### src/rtl/rhd_spi_master.sv
`timescale 1ns/1ps
// rhd_spi_master: SPI master for RHD headstages; 16-bit command out, DDR capture of two 16-bit words.
// Define RHD_MISO_SYNC_EN to pass MISO through a two-flop synchronizer (sample delay becomes d+2).
module rhd_spi_master #(
    parameter int HALF   = 2,
    parameter int CS_GAP = 4
) (
    input  logic        clk,
    input  logic        rst_n,
    input  logic        cmd_valid,
    output logic        cmd_ready,
    input  logic [15:0] cmd_word,
    input  logic [3:0]  cable_delay,
    output logic        CS,
    output logic        SCLK,
    output logic        MOSI,
    input  logic        MISO,
    output logic        rsp_valid,
    output logic [15:0] rsp_a,
    output logic [15:0] rsp_b,
    output logic        busy
);
`ifdef RHD_MISO_SYNC_EN
    localparam int SD = 2;
    logic [1:0] ms_q;
    logic       miso_s;
    always_ff @(posedge clk or negedge rst_n)
        if (!rst_n) ms_q <= '0;
        else ms_q <= {ms_q[0], MISO};
    assign miso_s = ms_q[1];
`else
    localparam int SD = 0;
    logic miso_s;
    assign miso_s = MISO;
`endif
    localparam int IW   = $clog2(16 + SD);
    localparam int TGAP = 34 * HALF - 2 + CS_GAP;

    typedef enum logic [2:0] {IDLE, LEAD, SHIFT, TRAIL, DRAIN, GAP} state_t;
    state_t        state_q;
    logic [7:0]    hc_q;
    logic [3:0]    bc_q, d_q;
    logic [15:0]   sh_q, t_q, a_q, b_q, rsp_a_q, rsp_b_q;
    logic [5:0]    sc_q;
    logic          rs_q, fs_q, cs_q, sclk_q, mosi_q, rv_q;
    logic [14+SD:0] rl_q, fl_q;
    logic [15+SD:0] r_line, f_line;
    logic [IW-1:0] ti;
    logic          hc_end, tap_r, tap_f, done, leave;

    // Strobes fire with each SCLK edge; the tap picks how many cycles later MISO is sampled.
    assign r_line = {rl_q, rs_q};
    assign f_line = {fl_q, fs_q};
    assign ti     = IW'(d_q) + IW'(SD);
    assign tap_r  = r_line[ti];
    assign tap_f  = f_line[ti];
    assign hc_end = hc_q == 8'(HALF - 1);
    assign done   = sc_q == 6'd32 || (sc_q == 6'd31 && (tap_r || tap_f));
    assign leave  = done && t_q >= 16'(TGAP);

    always_ff @(posedge clk or negedge rst_n) begin
        if (!rst_n) begin
            state_q <= IDLE;
            hc_q    <= '0;
            bc_q    <= '0;
            d_q     <= '0;
            sh_q    <= '0;
            t_q     <= '0;
            a_q     <= '0;
            b_q     <= '0;
            rsp_a_q <= '0;
            rsp_b_q <= '0;
            sc_q    <= '0;
            rs_q    <= 1'b0;
            fs_q    <= 1'b0;
            cs_q    <= 1'b1;
            sclk_q  <= 1'b0;
            mosi_q  <= 1'b0;
            rv_q    <= 1'b0;
            rl_q    <= '0;
            fl_q    <= '0;
        end else begin
            rs_q <= 1'b0;
            fs_q <= 1'b0;
            rv_q <= 1'b0;
            rl_q <= {rl_q[13+SD:0], rs_q};
            fl_q <= {fl_q[13+SD:0], fs_q};
            hc_q <= hc_end ? 8'd0 : hc_q + 8'd1;
            t_q  <= t_q + 16'd1;
            if (tap_r) a_q <= {a_q[14:0], miso_s};
            if (tap_f) b_q <= {b_q[14:0], miso_s};
            if (tap_r || tap_f) sc_q <= sc_q + 6'd1;
            if (tap_f && sc_q == 6'd31) begin
                rsp_a_q <= a_q;
                rsp_b_q <= {b_q[14:0], miso_s};
                rv_q    <= 1'b1;
            end
            case (state_q)
                IDLE: if (cmd_valid) begin
                    state_q <= LEAD;
                    cs_q    <= 1'b0;
                    mosi_q  <= cmd_word[15];
                    sh_q    <= cmd_word;
                    d_q     <= cable_delay;
                    hc_q    <= 8'd0;
                    t_q     <= 16'd0;
                    sc_q    <= 6'd0;
                    bc_q    <= 4'd0;
                end
                LEAD: if (hc_end) begin
                    state_q <= SHIFT;
                    sclk_q  <= 1'b1;
                    rs_q    <= 1'b1;
                end
                SHIFT: if (hc_end) begin
                    if (sclk_q) begin
                        sclk_q <= 1'b0;
                        fs_q   <= 1'b1;
                        mosi_q <= sh_q[14];
                        sh_q   <= {sh_q[14:0], 1'b0};
                    end else if (bc_q == 4'd15) begin
                        state_q <= TRAIL;
                    end else begin
                        sclk_q <= 1'b1;
                        rs_q   <= 1'b1;
                        bc_q   <= bc_q + 4'd1;
                    end
                end
                TRAIL: if (hc_end) begin
                    cs_q    <= 1'b1;
                    state_q <= leave ? IDLE : done ? GAP : DRAIN;
                end
                default: state_q <= leave ? IDLE : done ? GAP : state_q;
            endcase
        end
    end

    assign cmd_ready = rst_n && state_q == IDLE;
    assign busy      = state_q != IDLE;
    assign CS        = cs_q;
    assign SCLK      = sclk_q;
    assign MOSI      = mosi_q;
    assign rsp_valid = rv_q;
    assign rsp_a     = rsp_a_q;
    assign rsp_b     = rsp_b_q;
endmodule

### config.mk
export PLATFORM = sky130hd
export DESIGN_NAME = rhd_spi_master
export DESIGN_NICKNAME = d
export VERILOG_FILES = /design/src/rtl/rhd_spi_master.sv
export SDC_FILE = /design/constraint.sdc
export NUM_CORES = 1
export LEC_CHECK = 0
export CAP_MARGIN = 30
export CORE_UTILIZATION = 57
export DETAILED_ROUTE_END_ITERATION = 10
export GPL_ROUTABILITY_DRIVEN = 1
export MAX_ROUTING_LAYER = met4
export PLACE_DENSITY_LB_ADDON = 0.25
export SYNTH_ARGS = -nofsm -noshare
export SYNTH_HDL_FRONTEND = slang
export SYNTH_SLANG_ARGS = --single-unit
### constraint.sdc
create_clock -name clk -period 3.1 [get_ports clk]
set_clock_uncertainty 0.2 [all_clocks]
set_input_delay 0.62 -clock clk [delete_from_list [all_inputs] [get_ports clk]]
set_output_delay 0.62 -clock clk [all_outputs]
set_load 0.02 [all_outputs]
==> results.md <==
Status:
- The run finished with clean final reports.

Power:
- The part of the power in combinational logic is 0.244.
- The relative contribution of sequential cells to total power is 0.442.
- Internal power comes to 4.642 mW.
- The cell leakage power is 3.633 nW.
- For this design the total switching power over the nets is 2.081 mW.
- The clock network fraction of total power is 0.315.
- Dividing total power by cell area gives a power density of 853.7 nW/µm².
- The design draws 6.723 mW.
- Of the total power, the share spent switching nets is 0.3095.
- The worst IR drop on VDD is 0.6308 mV.

Run:
- Across the run, the number of max-cap violations was 0.

Worst setup path:
- The data required time at the worst endpoint is 2280 ps.
- The worst path buffer plus inverter count is 1.
- The nature of the critical path endpoint is an output pin.
- In this run the worst setup path begins at state_q[1].
- The slowest stage of the critical path is the sky130_fd_sc_hd__clkdlybuf4s50_1 cell.
- The critical setup path kind is flop to output pin.
- The signal on the critical path passes through or3_1 > nor2_1 > clkdlybuf4s50_1.
- The highest cell delay on the worst timing path is 610 ps.
- The worst setup path is launched from a flop.
- In this run the worst path has a maximum fanout of 15.
- The origin of the critical flop-to-flop path is d_q[2].
- At the worst endpoint, the arrival time is a little over 2000 ps.
- The cell family with the largest share of critical-path delay is buffers and inverters.

Hold path:
- The path category of the worst min-delay check is input pin to asynchronous set/reset pin.

Die:
- The number of I/O pins is 62.
- The die covers roughly 12,000 µm².
- From left edge to right edge, the die measures 109.2 µm.
- The starting density of the core is 0.5940.
- After floorplanning, the core was sized to cover 11,030 µm².
- The floorplan step set the die height to 109.2 µm.
- Row generation in the floorplan step produced 38 rows.

Synthesis:
- The mapped netlist covers 6553 µm².
- Of the post-synthesis cell area, the dominant cell type holds 0.5881.
- Sorting the synthesized cells by area gives the leading types as sky130_fd_sc_hd__dfrtp_1, sky130_fd_sc_hd__mux2_4, sky130_fd_sc_hd__mux2_2, sky130_fd_sc_hd__nand2_1, sky130_fd_sc_hd__nor2_1.
- The portion of the post-synthesis area used by sequential elements is 0.5921.
- Synthesis produced a netlist whose cell count is 524.
- Synthesis instantiated slightly below 50 different standard cells from the library.
- The post-synthesis net count is 555.
- The synthesized design contains 155 register bits.
- During synthesis, Yosys emitted a total of 0 warnings.
- The average cell area after synthesis is 12.50 µm².
- The post-synthesis cell type with the largest combined area is sky130_fd_sc_hd__dfrtp_1.

Placement:
- The placed standard-cell area is 7263 µm².
- The HPWL after detailed placement is around 7600 µm.
- The congestion estimate from routability-driven global placement came to 0.8385.
- During placement, the flow inserted port buffers numbering 61.

STA:
- The max-slew violation count is 0.
- Of the available clock period, the critical path in the final layout requires 0.9338.
- At the pin with the least slew margin, the transition time is 785.5 ps.
- Setup repair after global routing left no endpoint under its margin.
- Setup violations remaining at the end of the flow were counted as 0.
- The post-route minimum period is 2895 ps.
- In this run the tightest slew margin relative to its limit is 0.4763.
- The maximum operating frequency is 345.5 MHz.
- The setup total negative slack is 0 ps.
- The number of hold violations in the final report is 0.

CTS:
- The number of clock sinks is 155.
- TritonCTS built the clock tree.
- Clock tree synthesis selected as its root buffer the cell sky130_fd_sc_hd__clkbuf_16.
- Clock tree synthesis inserted a total of 17 buffers.
- The maximum buffer depth of the clock tree is 2.
- The later pin in the worst-skew pair is clocked with a latency of about 420 ps.
- The cts-stage hold buffer count is 0.
- The number of levels the H-tree was split into is 4.
- Once the clock tree was built, the resizer swapped 0 gates to a different size.
- The clock input transition at the sequential cells of the worst setup and hold paths is 60 ps.
- Post-CTS timing repair inserted 0 buffers for setup.

Global routing:
- The first global-routing pass estimated 19,930 µm of wire.
- The aggregate global routing overflow is 0.
- The via count of the first global-routing pass came to 4,151.
- The number of antenna violations at the first check in global routing is 0.
- In the global route stage, overall resource usage came out at 0.2281.
- The maximum number of pins on one net before global-route repair is 156.

Layout:
- After routing the design area is 7875 µm².
- The top cell types in the final layout, fill and taps aside, are sky130_fd_sc_hd__dfrtp_1, sky130_fd_sc_hd__nand2_1, sky130_fd_sc_hd__clkdlybuf4s50_1.
- The library cell used most frequently in the layout, excluding fill and tap cells, is sky130_fd_sc_hd__dfrtp_1.
- The number of antenna diodes in the final layout is 0.
- In the final layout, the share of cells above drive strength 1 is 0.1907.
- The synthesis-to-layout area growth is 20.18%.
- The post-layout net count is 622.

Route:
- Dividing the detail-routed wire length by the instance count gives 15.76 µm.
- The via count is 4,094.
- The number of nets still failing antenna checks after routing is 0.
- The total DRC errors in the routed layout is 0.
- Summed over all layers, the routed wires come to between 10,000 and 15,000 µm.
- After detailed routing, the number of vias per cell comes to 5.510.
- The detailed router finished its first iteration with 179 violations.
- The number of optimization iterations in the first detailed-route pass is 4.
-- synthesized netlist by cell type, drive strengths merged --
| cell | count |
|---|---|
| a211oi | 2 |
| a21o | 1 |
| a21oi | 8 |
| a221oi | 4 |
| a22oi | 2 |
| a31o | 3 |
| a31oi | 17 |
| a32oi | 2 |
| a41oi | 2 |
| and2 | 6 |
| and2b | 1 |
| and3 | 5 |
| and4 | 2 |
| buf | 8 |
| clkbuf | 12 |
| dfrtp | 154 |
| dfstp | 1 |
| ha | 7 |
| inv | 11 |
| mux2 | 63 |
| mux2i | 9 |
| mux4 | 4 |
| nand2 | 66 |
| nand2b | 3 |
| nand3 | 12 |
| nand4 | 6 |
| nor2 | 55 |
| nor2b | 3 |
| nor3 | 6 |
| nor3b | 1 |
| nor4 | 3 |
| o21a | 1 |
| o21ai | 16 |
| o22ai | 1 |
| o41ai | 1 |
| or3 | 3 |
| xnor2 | 12 |
| xor2 | 11 |
-- per-stage QoR --
| step | setup slack [ps] | std cells | util | hold slack, ps |
|---|---|---|---|---|
| after floorplan | 659.5 | 524 | - | 124.4 |
| after global placement | 639.0 | 712 | 0.6585 | 156.5 |
| after detailed placement | 563.3 | 712 | 0.6585 | 155.6 |
| after CTS | 187.7 | 743 | 0.7139 | 170.1 |
| after global routing | 93.48 | 743 | 0.7139 | 179.3 |
| final | 205.3 | 743 | 0.7139 | 145.1 |
-- layout make-up --
type | instances | area (µm²)
Sequential cell | 155 | 3880
Fill cell | 753 | 3156
Clock buffer | 21 | 470.5
Multi-Input combinational cell | 338 | 2477
Inverter | 11 | 41.29
Timing Repair Buffer | 68 | 689.4
Tap cell | 140 | 175.2
Clock inverter | 10 | 141.4
-- cell families (layout without fill, tap and decap cells) --
family / after synthesis / in the layout / synth area share
and+or+nand+nor: 172 / 172 / 0.1169
DFF: 155 / 155 / 0.5921
muxes: 76 / 76 / 0.1524
AOI/OAI and AO/OA: 60 / 60 / 0.06321
buffers and inverters: 31 / 110 / 0.03131
xor gates and xnor gates: 23 / 23 / 0.03074
adders and majority gates: 7 / 7 / 0.01337
-- final timing paths --
path	to	slack [ps]	cells after the start
max	cmd_ready	210	3
max in group asynchronous	sc_q[1]	2000	2
min reg2reg	rl_q[5]	170	0
max reg2reg	rsp_a[2]	550	7
min in group clk	rl_q[5]	170	0
min	a_q[7]	150	2
-- layer usage --
metal | global-route usage | wire (µm) | up-vias
met2 | 0.3491 | 5726 | 68
met1 | 0.2976 | 5471 | 2062
met4 | 0.08476 | 154 | 0
met3 | 0.05439 | 359 | 13
li1 | - | - | 1951
met5 | - | 0 | -
-- sequential cells by signal, summed over array words and instances (netlist names) --
| register | count |
|---|---|
| MOSI | 1 |
| rs_q | 1 |
| sh_q | 15 |
| rl_q | 15 |
| b_q | 15 |
| rsp_valid | 1 |
| fl_q | 15 |
| d_q | 4 |
| state_q | 3 |
| bc_q | 4 |
| t_q | 16 |
| rsp_b | 16 |
| hc_q | 8 |
| SCLK | 1 |
| rsp_a | 16 |
| fs_q | 1 |
| CS | 1 |
| a_q | 16 |
| sc_q | 6 |
-- power groups by stage --
| stage | combinational [mW] | sequential, mW | clock [mW] |
|---|---|---|---|
| after floorplan | 1.32 | 2.85 | 0 |
| after global placement | 1.56 | 2.95 | 0 |
| after detailed placement | 1.65 | 2.99 | 0 |
| after CTS | 1.67 | 2.97 | 2.15 |
| after global routing | 1.84 | 3.05 | 2.24 |
| final | 1.64 | 2.97 | 2.11 |
Note: power is estimated with default switching activity, not from simulation.
